--- src/rtl/multi_cycle_control.sv ---
// multi_cycle_control
//   Control unit for a multi-cycle RISC-style datapath. A single FSM steps
//   each instruction through FETCH / DECODE / address / memory / write-back
//   phases and drives the datapath mux selects and write enables.
//
// Ports
//   clk, rst_n      clock (rising edge), async active-low reset
//   opcode[6:0]     instruction opcode, looked at in DECODE and MEMADR only
//   mem_ready       memory handshake, looked at in FETCH/MEMREAD/MEMWRITE only
//   pc_write, pc_write_cond, pc_source      PC update controls
//   i_or_d, mem_read, mem_write, ir_write   memory / IR controls
//   mem_to_reg, reg_write                   register file write-back
//   alu_src_a[1:0], alu_src_b[1:0], alu_op[1:0]  ALU operand / op selects
//   state[3:0]      current state (debug)
//   retire          last cycle of an instruction
//   illegal         unsupported opcode seen in DECODE
module multi_cycle_control (
  input  logic       clk,
  input  logic       rst_n,
  input  logic [6:0] opcode,
  input  logic       mem_ready,
  output logic       pc_write,
  output logic       pc_write_cond,
  output logic       pc_source,
  output logic       i_or_d,
  output logic       mem_read,
  output logic       mem_write,
  output logic       ir_write,
  output logic       mem_to_reg,
  output logic       reg_write,
  output logic [1:0] alu_src_a,
  output logic [1:0] alu_src_b,
  output logic [1:0] alu_op,
  output logic [3:0] state,
  output logic       retire,
  output logic       illegal
);

  localparam logic [3:0] S_FETCH    = 4'd0;
  localparam logic [3:0] S_DECODE   = 4'd1;
  localparam logic [3:0] S_MEMADR   = 4'd2;
  localparam logic [3:0] S_MEMREAD  = 4'd3;
  localparam logic [3:0] S_MEMWB    = 4'd4;
  localparam logic [3:0] S_MEMWRITE = 4'd5;
  localparam logic [3:0] S_EXECUTE  = 4'd6;
  localparam logic [3:0] S_RWB      = 4'd7;
  localparam logic [3:0] S_BRANCH   = 4'd8;

  localparam logic [6:0] OP_LOAD   = 7'b0000011;
  localparam logic [6:0] OP_STORE  = 7'b0100011;
  localparam logic [6:0] OP_RTYPE  = 7'b0110011;
  localparam logic [6:0] OP_BRANCH = 7'b1100011;

  logic [3:0] state_q, state_d;

  // State register
  always_ff @(posedge clk or negedge rst_n) begin
    if (!rst_n) state_q <= S_FETCH;
    else        state_q <= state_d;
  end

  // Next-state logic
  always_comb begin
    state_d = state_q;
    case (state_q)
      S_FETCH:    if (mem_ready) state_d = S_DECODE;
      S_DECODE: begin
        case (opcode)
          OP_LOAD, OP_STORE: state_d = S_MEMADR;
          OP_RTYPE:          state_d = S_EXECUTE;
          OP_BRANCH:         state_d = S_BRANCH;
          default:           state_d = S_FETCH;
        endcase
      end
      S_MEMADR:   state_d = (opcode == OP_LOAD) ? S_MEMREAD : S_MEMWRITE;
      S_MEMREAD:  if (mem_ready) state_d = S_MEMWB;
      S_MEMWB:    state_d = S_FETCH;
      S_MEMWRITE: if (mem_ready) state_d = S_FETCH;
      S_EXECUTE:  state_d = S_RWB;
      S_RWB:      state_d = S_FETCH;
      S_BRANCH:   state_d = S_FETCH;
      default:    state_d = S_FETCH;
    endcase
  end

  // Output logic. Gated by rst_n so every output (including the FETCH
  // defaults) is low for the whole time reset is held, not just after
  // the next edge.
  always_comb begin
    pc_write      = 1'b0;
    pc_write_cond = 1'b0;
    pc_source     = 1'b0;
    i_or_d        = 1'b0;
    mem_read      = 1'b0;
    mem_write     = 1'b0;
    ir_write      = 1'b0;
    mem_to_reg    = 1'b0;
    reg_write     = 1'b0;
    alu_src_a     = 2'b00;
    alu_src_b     = 2'b00;
    alu_op        = 2'b00;
    retire        = 1'b0;
    illegal       = 1'b0;
    if (rst_n) begin
      case (state_q)
        S_FETCH: begin
          mem_read  = 1'b1;
          alu_src_b = 2'b01;
          // IR and PC load only on the cycle the fetch completes
          ir_write  = mem_ready;
          pc_write  = mem_ready;
        end
        S_DECODE: begin
          alu_src_a = 2'b10;
          alu_src_b = 2'b10;
          if (!(opcode inside {OP_LOAD, OP_STORE, OP_RTYPE, OP_BRANCH})) begin
            illegal = 1'b1;
            retire  = 1'b1;
          end
        end
        S_MEMADR: begin
          alu_src_a = 2'b01;
          alu_src_b = 2'b10;
        end
        S_MEMREAD: begin
          mem_read = 1'b1;
          i_or_d   = 1'b1;
        end
        S_MEMWB: begin
          reg_write  = 1'b1;
          mem_to_reg = 1'b1;
          retire     = 1'b1;
        end
        S_MEMWRITE: begin
          mem_write = 1'b1;
          i_or_d    = 1'b1;
          retire    = mem_ready;
        end
        S_EXECUTE: begin
          alu_src_a = 2'b01;
          alu_op    = 2'b10;
        end
        S_RWB: begin
          reg_write = 1'b1;
          retire    = 1'b1;
        end
        S_BRANCH: begin
          alu_src_a     = 2'b01;
          alu_op        = 2'b01;
          pc_write_cond = 1'b1;
          pc_source     = 1'b1;
          retire        = 1'b1;
        end
        default: ;
      endcase
    end
  end

  assign state = state_q;

endmodule

--- config.mk ---
export PLATFORM = sky130hd
export DESIGN_NAME = multi_cycle_control
export DESIGN_NICKNAME = d
export VERILOG_FILES = /design/src/rtl/multi_cycle_control.sv
export SDC_FILE = /design/constraint.sdc
export NUM_CORES = 1
export LEC_CHECK = 0
export CAP_MARGIN = 20
export CELL_PAD_IN_SITES_DETAIL_PLACEMENT = 2
export CELL_PAD_IN_SITES_GLOBAL_PLACEMENT = 2
export CORE_ASPECT_RATIO = 1.2
export CORE_MARGIN = 8
export CORE_UTILIZATION = 18
export DETAILED_ROUTE_END_ITERATION = 6
export PLACE_DENSITY = 0.78
export SYNTH_ARGS = -nofsm -noshare
export SYNTH_HDL_FRONTEND = slang
export SYNTH_SLANG_ARGS = --single-unit
--- constraint.sdc ---
create_clock -name clk -period 2.3 [get_ports clk]
set_input_delay 0.69 -clock clk [delete_from_list [all_inputs] [get_ports clk]]
set_output_delay 0.69 -clock clk [all_outputs]
set_load 0.02 [all_outputs]
Word level (Yosys, flattened, before mapping) --
Index checks and enable logic that the tools add are counted.
Operators by class: equality and inequality tests 15, reduce and logical (&&, ||, !) cells 10, muxes and demuxes 31
Operators by type and width (count):
- $pmux 4 s6 | 1
- $mux 1 | 18
- $eq 4x3->1 const B | 4
- $eq 7x6->1 const B | 2
- $mux 4 | 3
- $pmux 2 s2 | 3
- $pmux 4 s3 | 1
- $reduce_or 2->1 | 5
- $eq 4x2->1 const B | 2
- $eq 7x2->1 const B | 1
- $eq 7x7->1 const B | 1
- $mux 2 | 3
- $ne 2x2->1 const B | 3
- $reduce_or 3->1 | 2
- $eq 4x1->1 const B | 1
- $eq 4x4->1 const B | 1
- $logic_not 4->1 | 1
- $reduce_bool 4->1 | 1
- $mux 3 | 1
- $pmux 1 s3 | 1
- $reduce_and 3->1 | 1
Storage, ports and cells: input bits 10, output and inout bits 21, logic and storage cells 57, bits in registers 4

Depth between registers and ports, before layout --
depth in word-level cells 5, depth in mapped cells 5, mapped depth without buffers 4

Worst setup path before layout --
No wires, ideal clock.
path type input port to output port, start point input rst_n, end point output pc_write, stages 5, path buffers 1, required time 1.610 ns, data arrival time 2.135 ns, path slack -0.525 ns, cells stage by stage inv_1 -> or3_1 -> nor3_1 -> and2_1 -> buf_4
On the way: longest elaborated chain between the ends 1
Ends and longest elaborated chain:
- start: declaration | RTL line 19 | input logic rst_n,
- $mux 1
- end: declaration | RTL line 22 | output logic pc_write,
No other way between the ends.

Worst setup path in the final report --
start point register state_q[2], in the netlist state[2], end point output retire
On the way: longest elaborated chain between the ends 4, elaborated cells between the ends (all ways) 8, classes of those cells eq/ne: 5; mux: 2; reduce/logical: 1
Ends and longest elaborated chain:
- start: declaration | RTL line 54 | logic [3:0] state_q, state_d;
- start signal: assignment | RTL line 59 | else state_q <= state_d;
- $eq 4x4->1 / $eq 4x3->1 (equally long branches) | RTL line 105 | case (state_q)
- $reduce_or 3->1 (no line)
- $pmux 1 s3 * | RTL line 105
- $mux 1 * | RTL line 104 | if (rst_n) begin
- end: declaration | RTL line 35 | output logic retire,
Mark *: on every way between the ends. The rest lies on a longest branch, timed or not.

==> results.sh <==
export IMPL_crit_fanout=2
export IMPL_switching_share_pct=34.4
export IMPL_timing_hold_ws_ns=0.336
export IMPL_layout_drive_gt1_share_pct=49.6
export IMPL_drtPass1Iterations=4
export IMPL_ys_ff_latch=4
export IMPL_place_hpwl_microns=1990
export IMPL_drtIter0Drc=10
export IMPL_rsz0062_at_grt="true"
export IMPL_fp_dieH_microns=76.1
export IMPL_hold_path_class="input port to asynchronous set/reset pin"
export IMPL_setup_violations=1
export IMPL_min_period_ns=2.33
export IMPL_layout_common_cells="buf_4, buf_6, nor2_1, dlygate4sd2_1, nand2b_1"
export IMPL_max_slew_margin_rel_pct=81.6
export IMPL_violations="negative setup slack"
export IMPL_ys_types=34
export IMPL_cap_viol_max_count=0
export IMPL_slew_viol_final=0
export IMPL_crit_type="flop to output pin"
export IMPL_final_common_cell="buf_4"
export IMPL_peakVddDrop_mv=0.146
export IMPL_gp_congestion=0.762
export IMPL_pwr_density_cell_mw_per_mm2=280
export IMPL_fin_nets=139
export IMPL_routed_wl_microns=2450
export IMPL_wl_met1_microns=912
export IMPL_yosysWarnings=0
export IMPL_ctsHtreeMaxLevel=1
export IMPL_start_kind="flop"
export IMPL_initial_utilization_pct=18.2
export IMPL_antenna_cells=0
export IMPL_port_buffers=30
export IMPL_area_delta_synth_final_pct=103
export IMPL_routedWlPerCell_microns=15.0
export IMPL_wl_met2_microns=1300
export IMPL_cp_top_family="simple AND/OR/NAND/NOR gates"
export IMPL_critPathCaptureType="output pin"
export IMPL_die_w_microns=66.1
export IMPL_timing_critical_path_cells="or4b_4, o21bai_4, a21oi_2, buf_6"
export IMPL_dp_worst_setup_slack_ns=-0.919
export IMPL_fmax_mhz=430
export IMPL_cts_tree="built"
export IMPL_row_count=22
export IMPL_grt_use_total_pct=9.62
export IMPL_max_slew_worst_pin_slew_ns=0.273
export IMPL_vias=770
export IMPL_ctsLongestPathBuffers=2
export IMPL_seqPwrFrac_pct=24.3
export IMPL_instances_no_fill=163
export IMPL_insertion_delay_ns=0.24
export IMPL_slowest_stage="or4b_4"
export IMPL_cts_root_buf="clkbuf_4"
export IMPL_fin_crit_sh_pct=101
export IMPL_grt_max_degree=19
export IMPL_yosysTopAreaCellShare_pct=18.5
export IMPL_syn_area_per_cell_sq_um=7.13
export IMPL_combinationalPowerShare_pct=47.3
export IMPL_cts_buffers=3
export IMPL_via_per_inst=4.72
export IMPL_place_inst=159
export IMPL_overflow=0
export IMPL_highest_layer="met4"
export IMPL_p_int_mw=0.202
export IMPL_largest_reg_flops=4
export IMPL_status="complete, but fails checks"
export IMPL_grt_antenna_before_repair=0
export IMPL_synth_fp_nets=86
export IMPL_wl_met3_microns=221
export IMPL_route_detailed_drc=0
export IMPL_setup_slack_ns=-0.0272
export IMPL_clockPowerShare_pct=28.3
export IMPL_ios=31
export IMPL_detail_route_antenna_nets=0
export IMPL_yosysSeqAreaShare_pct=18.5
export IMPL_die_area_sq_mm=0.00503
export IMPL_clk_pin_slew_ns=0.04
export IMPL_synthTopCellsByArea="dfrtp_1, nand2b_1, nor2_1, nor3_1, o21ai_0"
export IMPL_cts_hold_buffers=0
export IMPL_worst_path_buf_inv=1
export IMPL_syn_area_sq_um=542
export IMPL_grt_pass1_vias=844
export IMPL_cp_slowest_stage_delay_ns=0.53
export IMPL_p_switching_mw=0.106
export IMPL_grt_pass1_wl_microns=3990
export IMPL_clock_skew_ns=0.00173
export IMPL_yosys_area_top_type="dfrtp_1"
export IMPL_cts_sinks=4
export IMPL_synthCells=76
export IMPL_power_leakage_nw=0.513
export IMPL_critPathArrivalTime_ns=1.64
export IMPL_hold_viol=0
export IMPL_core_sq_mm=0.00297
export IMPL_tns_ns=-0.0272
export IMPL_cp_data_required_time_ns=1.61
layout make-up:
type	instances	area, sq um
Clock buffer	3	22.5
Fill cell	368	1870
Inverter	2	7.51
Multi-Input combinational cell	63	464
Sequential cell	4	100
Tap cell	36	45.0
Timing Repair Buffer	55	460
cells by family after synthesis:
| logic type | synth area share (%) |
|---|---|
| xor gates and xnor gates | 3.23 |
| AOI/OAI and AO/OA | 22.4 |
| DFF | 18.5 |
| and+or+nand+nor | 44.3 |
| buffers and inverters | 9.70 |
| muxes | 1.85 |
worst register-to-register path, cell delays in order, from the launching register on:
cell      delay (ns)
dfrtp_1         0.39
or4b_4          0.53
buf_4           0.17
or4_4           0.52
o2111a_1        0.17
o211ai_2        0.16
worst paths after layout:
| check | start | endpoint | slack (ns) | depth (start not counted) |
|---|---|---|---|---|
| setup / recovery | state[2] | retire | -0.03 | 4 |
| hold / removal | rst_n | state[2] | 0.34 | 2 |
| setup reg to reg | state[2] | state[2] | 0.29 | 5 |
| hold reg to reg | state[1] | state[3] | 0.69 | 3 |
| max in group asynchronous | rst_n | state[3] | 1.85 | 2 |
| min in group clk | state[1] | state[3] | 0.69 | 3 |
cells in the mapped netlist, drive strengths merged:
| cell type | n |
|---|---|
| nand2 | 5 |
| mux2i | 1 |
| or3 | 1 |
| or2b | 1 |
| nand2b | 7 |
| and2 | 1 |
| nor3b | 1 |
| o2111a | 1 |
| or4 | 1 |
| a211oi | 1 |
| inv | 2 |
| nand3b | 1 |
| dfrtp | 4 |
| a21oi | 4 |
| nor2 | 10 |
| or2 | 1 |
| clkbuf | 2 |
| o21bai | 3 |
| nor3 | 7 |
| xnor2 | 1 |
| buf | 5 |
| o21a | 1 |
| o211ai | 2 |
| o21ai | 5 |
| or4b | 2 |
| xor2 | 1 |
| nand4bb | 1 |
| nand3 | 1 |
| a21boi | 1 |
| nor4 | 2 |
power groups by stage:
stage / sequential (mW) / clock (mW) / combinational (mW)
3_3_place_gp: 0.0748 / 0 / 0.138
3_5_place_dp: 0.0755 / 0 / 0.142
2_1_floorplan: 0.0779 / 0 / 0.0657
5_1_grt: 0.0751 / 0.100 / 0.157
4_1_cts: 0.0746 / 0.0933 / 0.141
6_report: 0.0749 / 0.0873 / 0.146
what timing repair did:
item | in CTS | in global routing
gates cloned | 0 | 0
resized for setup | 98 | 16
endpoints found under the setup margin | 17 | 12
pin swaps | 6 | 3
buffers inserted | 0 | 1
stage by stage:
step	power, mW	util, %	instance area (sq um)
2_1_floorplan	0.144	-	579
5_1_grt	0.333	37.0	1100
6_report	0.308	37.0	1100
3_3_place_gp	0.213	35.5	1060
4_1_cts	0.309	35.1	1040
3_5_place_dp	0.218	35.5	1060
routing by layer:
layer,vias up,track usage (%)
met5,-,0
met4,0,3.21
met3,2,3.68
met2,29,17.1
met1,365,9.73
li1,374,-
Power figures use the tool's default switching activity.
==> variant (config.mk and constraints unchanged) <==
Reset style: synchronous (`rst_n`), changed in one clocked block. Comments in the files are not updated.
--- a/src/rtl/multi_cycle_control.sv
+++ b/src/rtl/multi_cycle_control.sv
@@ -54,7 +54,7 @@
   logic [3:0] state_q, state_d;
 
   // State register
-  always_ff @(posedge clk or negedge rst_n) begin
+  always_ff @(posedge clk) begin
     if (!rst_n) state_q <= S_FETCH;
     else        state_q <= state_d;
   end
Function: differs if rst_n is asserted again (counterexample within 4 cycles, from zero or initial values and one cycle with rst_n low); with rst_n held inactive, the same outputs for 10 cycles.
==> variant against the unedited design <==
  * The run still ends with negative setup slack left
  * Global-route usage increased by 1.8 points
  * Setup slack got worse by 0.0010 ns
  * Wire length increased by 2.3%
  * Cell area decreased by 15%
  * Synthesized cell count decreased by 12%
  * Synthesized area decreased by 11%
  * Power decreased by 15%
  * Sequential cell count unchanged
  * Count of clock-buffer cells in the layout unchanged
  * Largest cell class unchanged
  * Largest power group unchanged
==> variant: results <==
[setup_path]
cp-startpoint = opcode[6]
worst-r2r-setup-slack_ns = 0.83
reg2reg_depth = 4
arrival_ns = 1.64
critPathMaxFanout = 4
r2r-end = state[2]
r2r-start = state[2]

[hold_path]
min-delay-path-class = register to register
worstHoldStart = state[1]
worstHoldEndpoint = state[0]
worstHoldPathCells = 2

[sta]
finClkSkew_ns = 0.0109
worstMarginPinSlew_ns = 0.333
setup-violations-final = 1
tns_ns = -0.0282
fin_ws_ns = -0.0282
finalHoldWorstSlack_ns = 0.730

[place]
placed_area_sq_um = 907
gp_congestion = 0.800
numPortBuffers = 30
dp_hpwl_um = 2030

[cts]
ctsHtreeMaxLevel = 1
cts_root_buf = clkbuf_4
clockBufferDepth = 2
numCtsBuffers = 3
clk-insertion-delay-late_ns = 0.24
path_clk_slew_ns = 0.04

[status]
violations = negative setup slack
status = finished, violations left

[logic_synthesis]
synth_cell_type_count = 31
yosys_warnings = 0
yosysSeqAreaShare = 0.167
yosysMostFrequentCell = nor2_1
synthesis.nets = 77
synthTopCellsByArea = dfxtp_1, nor2_1, nand4bb_4
ys.flop_type = dfxtp_1
async_reset_ff_frac = 0

[grt]
grt_pass1_wl_um = 4090
use_met2 = 0.222
grt_pass1_vias = 791
grtUsageMet3 = 0.0323
grtUsageTotal = 0.114
grt_max_degree = 13
use_met1 = 0.109
grt_antenna_before_repair = 0

[routing]
dr.pass1.iters = 3
drt_wl_total_um = 2500
viasPerCell = 4.73
drt_iter0_drc = 17

[layout]
insertedDiodeCount = 0
nets = 122
drive_gt1_frac = 0.473
nFillCells = 303

[power]
vdd_drop_max_mv = 0.185
p_leak_nw = 0.440
variant: cell count changes after synthesis, sizes merged, moves of 3 or more:
cell / change
dfrtp: -4
nor2b: +5
dfxtp: +4
nor3: -3
nand2b: -4
variant: cells by family after synthesis:
group | after synthesis | share of synthesized area
compound gates | 14 | 0.193
flops | 4 | 0.167
buf+inv | 9 | 0.102
mux | 1 | 0.0208
simple gates | 37 | 0.482
xor+xnor | 2 | 0.0365
variant: layer usage:
metal  wire length (um)  vias to the layer above  part of all wire
met5                  0                        -                 0
met4                 10                        0            0.0040
met3                159                        2             0.064
met2               1410                       20              0.56
met1                921                      330              0.37
li1                   -                      325                 -
variant: worst max-delay path, stage by stage:
cell      delay (ns)
buf_4           0.13
nor2b_2         0.16
a211oi_2        0.23
a21boi_2        0.19
o22ai_1         0.08
buf_4           0.17
variant: report_power, final:
group | internal (mW) | switching [mW] | total (mW)
Sequential | 0.0709 | 0.00169 | 0.0726
Combinational | 0.0483 | 0.0506 | 0.0989
Clock | 0.0585 | 0.0309 | 0.0894
Total | 0.178 | 0.0832 | 0.261
variant: worst max path at each step:
stage                    end  slack (ns)  cells past startpoint
finish                retire       -0.03                      6
global route          retire       -0.11                      6
CTS                   retire       -0.02                      6
detailed placement    retire       -0.94                      6
global placement      retire       -0.85                      6
floorplan           pc_write        0.11                      3
variant: area by class of cell:
cell class | instances | share of cell area
well taps | 33 | 0.0444
inverters | 2 | 0.00808
clock buffers | 3 | 0.0242
flip-flops and latches | 4 | 0.0861
repair buffers | 47 | 0.401
multi-input cells | 54 | 0.436
variant: through the flow:
step | instances | util | setup WS (ns)
floorplan | 67 | - | 0.106
global placement | 139 | 0.359 | -0.849
detailed placement | 139 | 0.359 | -0.937
CTS | 143 | 0.366 | -0.0237
global route | 143 | 0.368 | -0.107
finish | 143 | 0.368 | -0.0282
variant: timing repair:
item	4_1_cts	5_1_grt
setup endpoints to repair	17	4
pin swaps	4	0
gates cloned	0	0
gates resized for setup	95	6
setup buffers	1	0
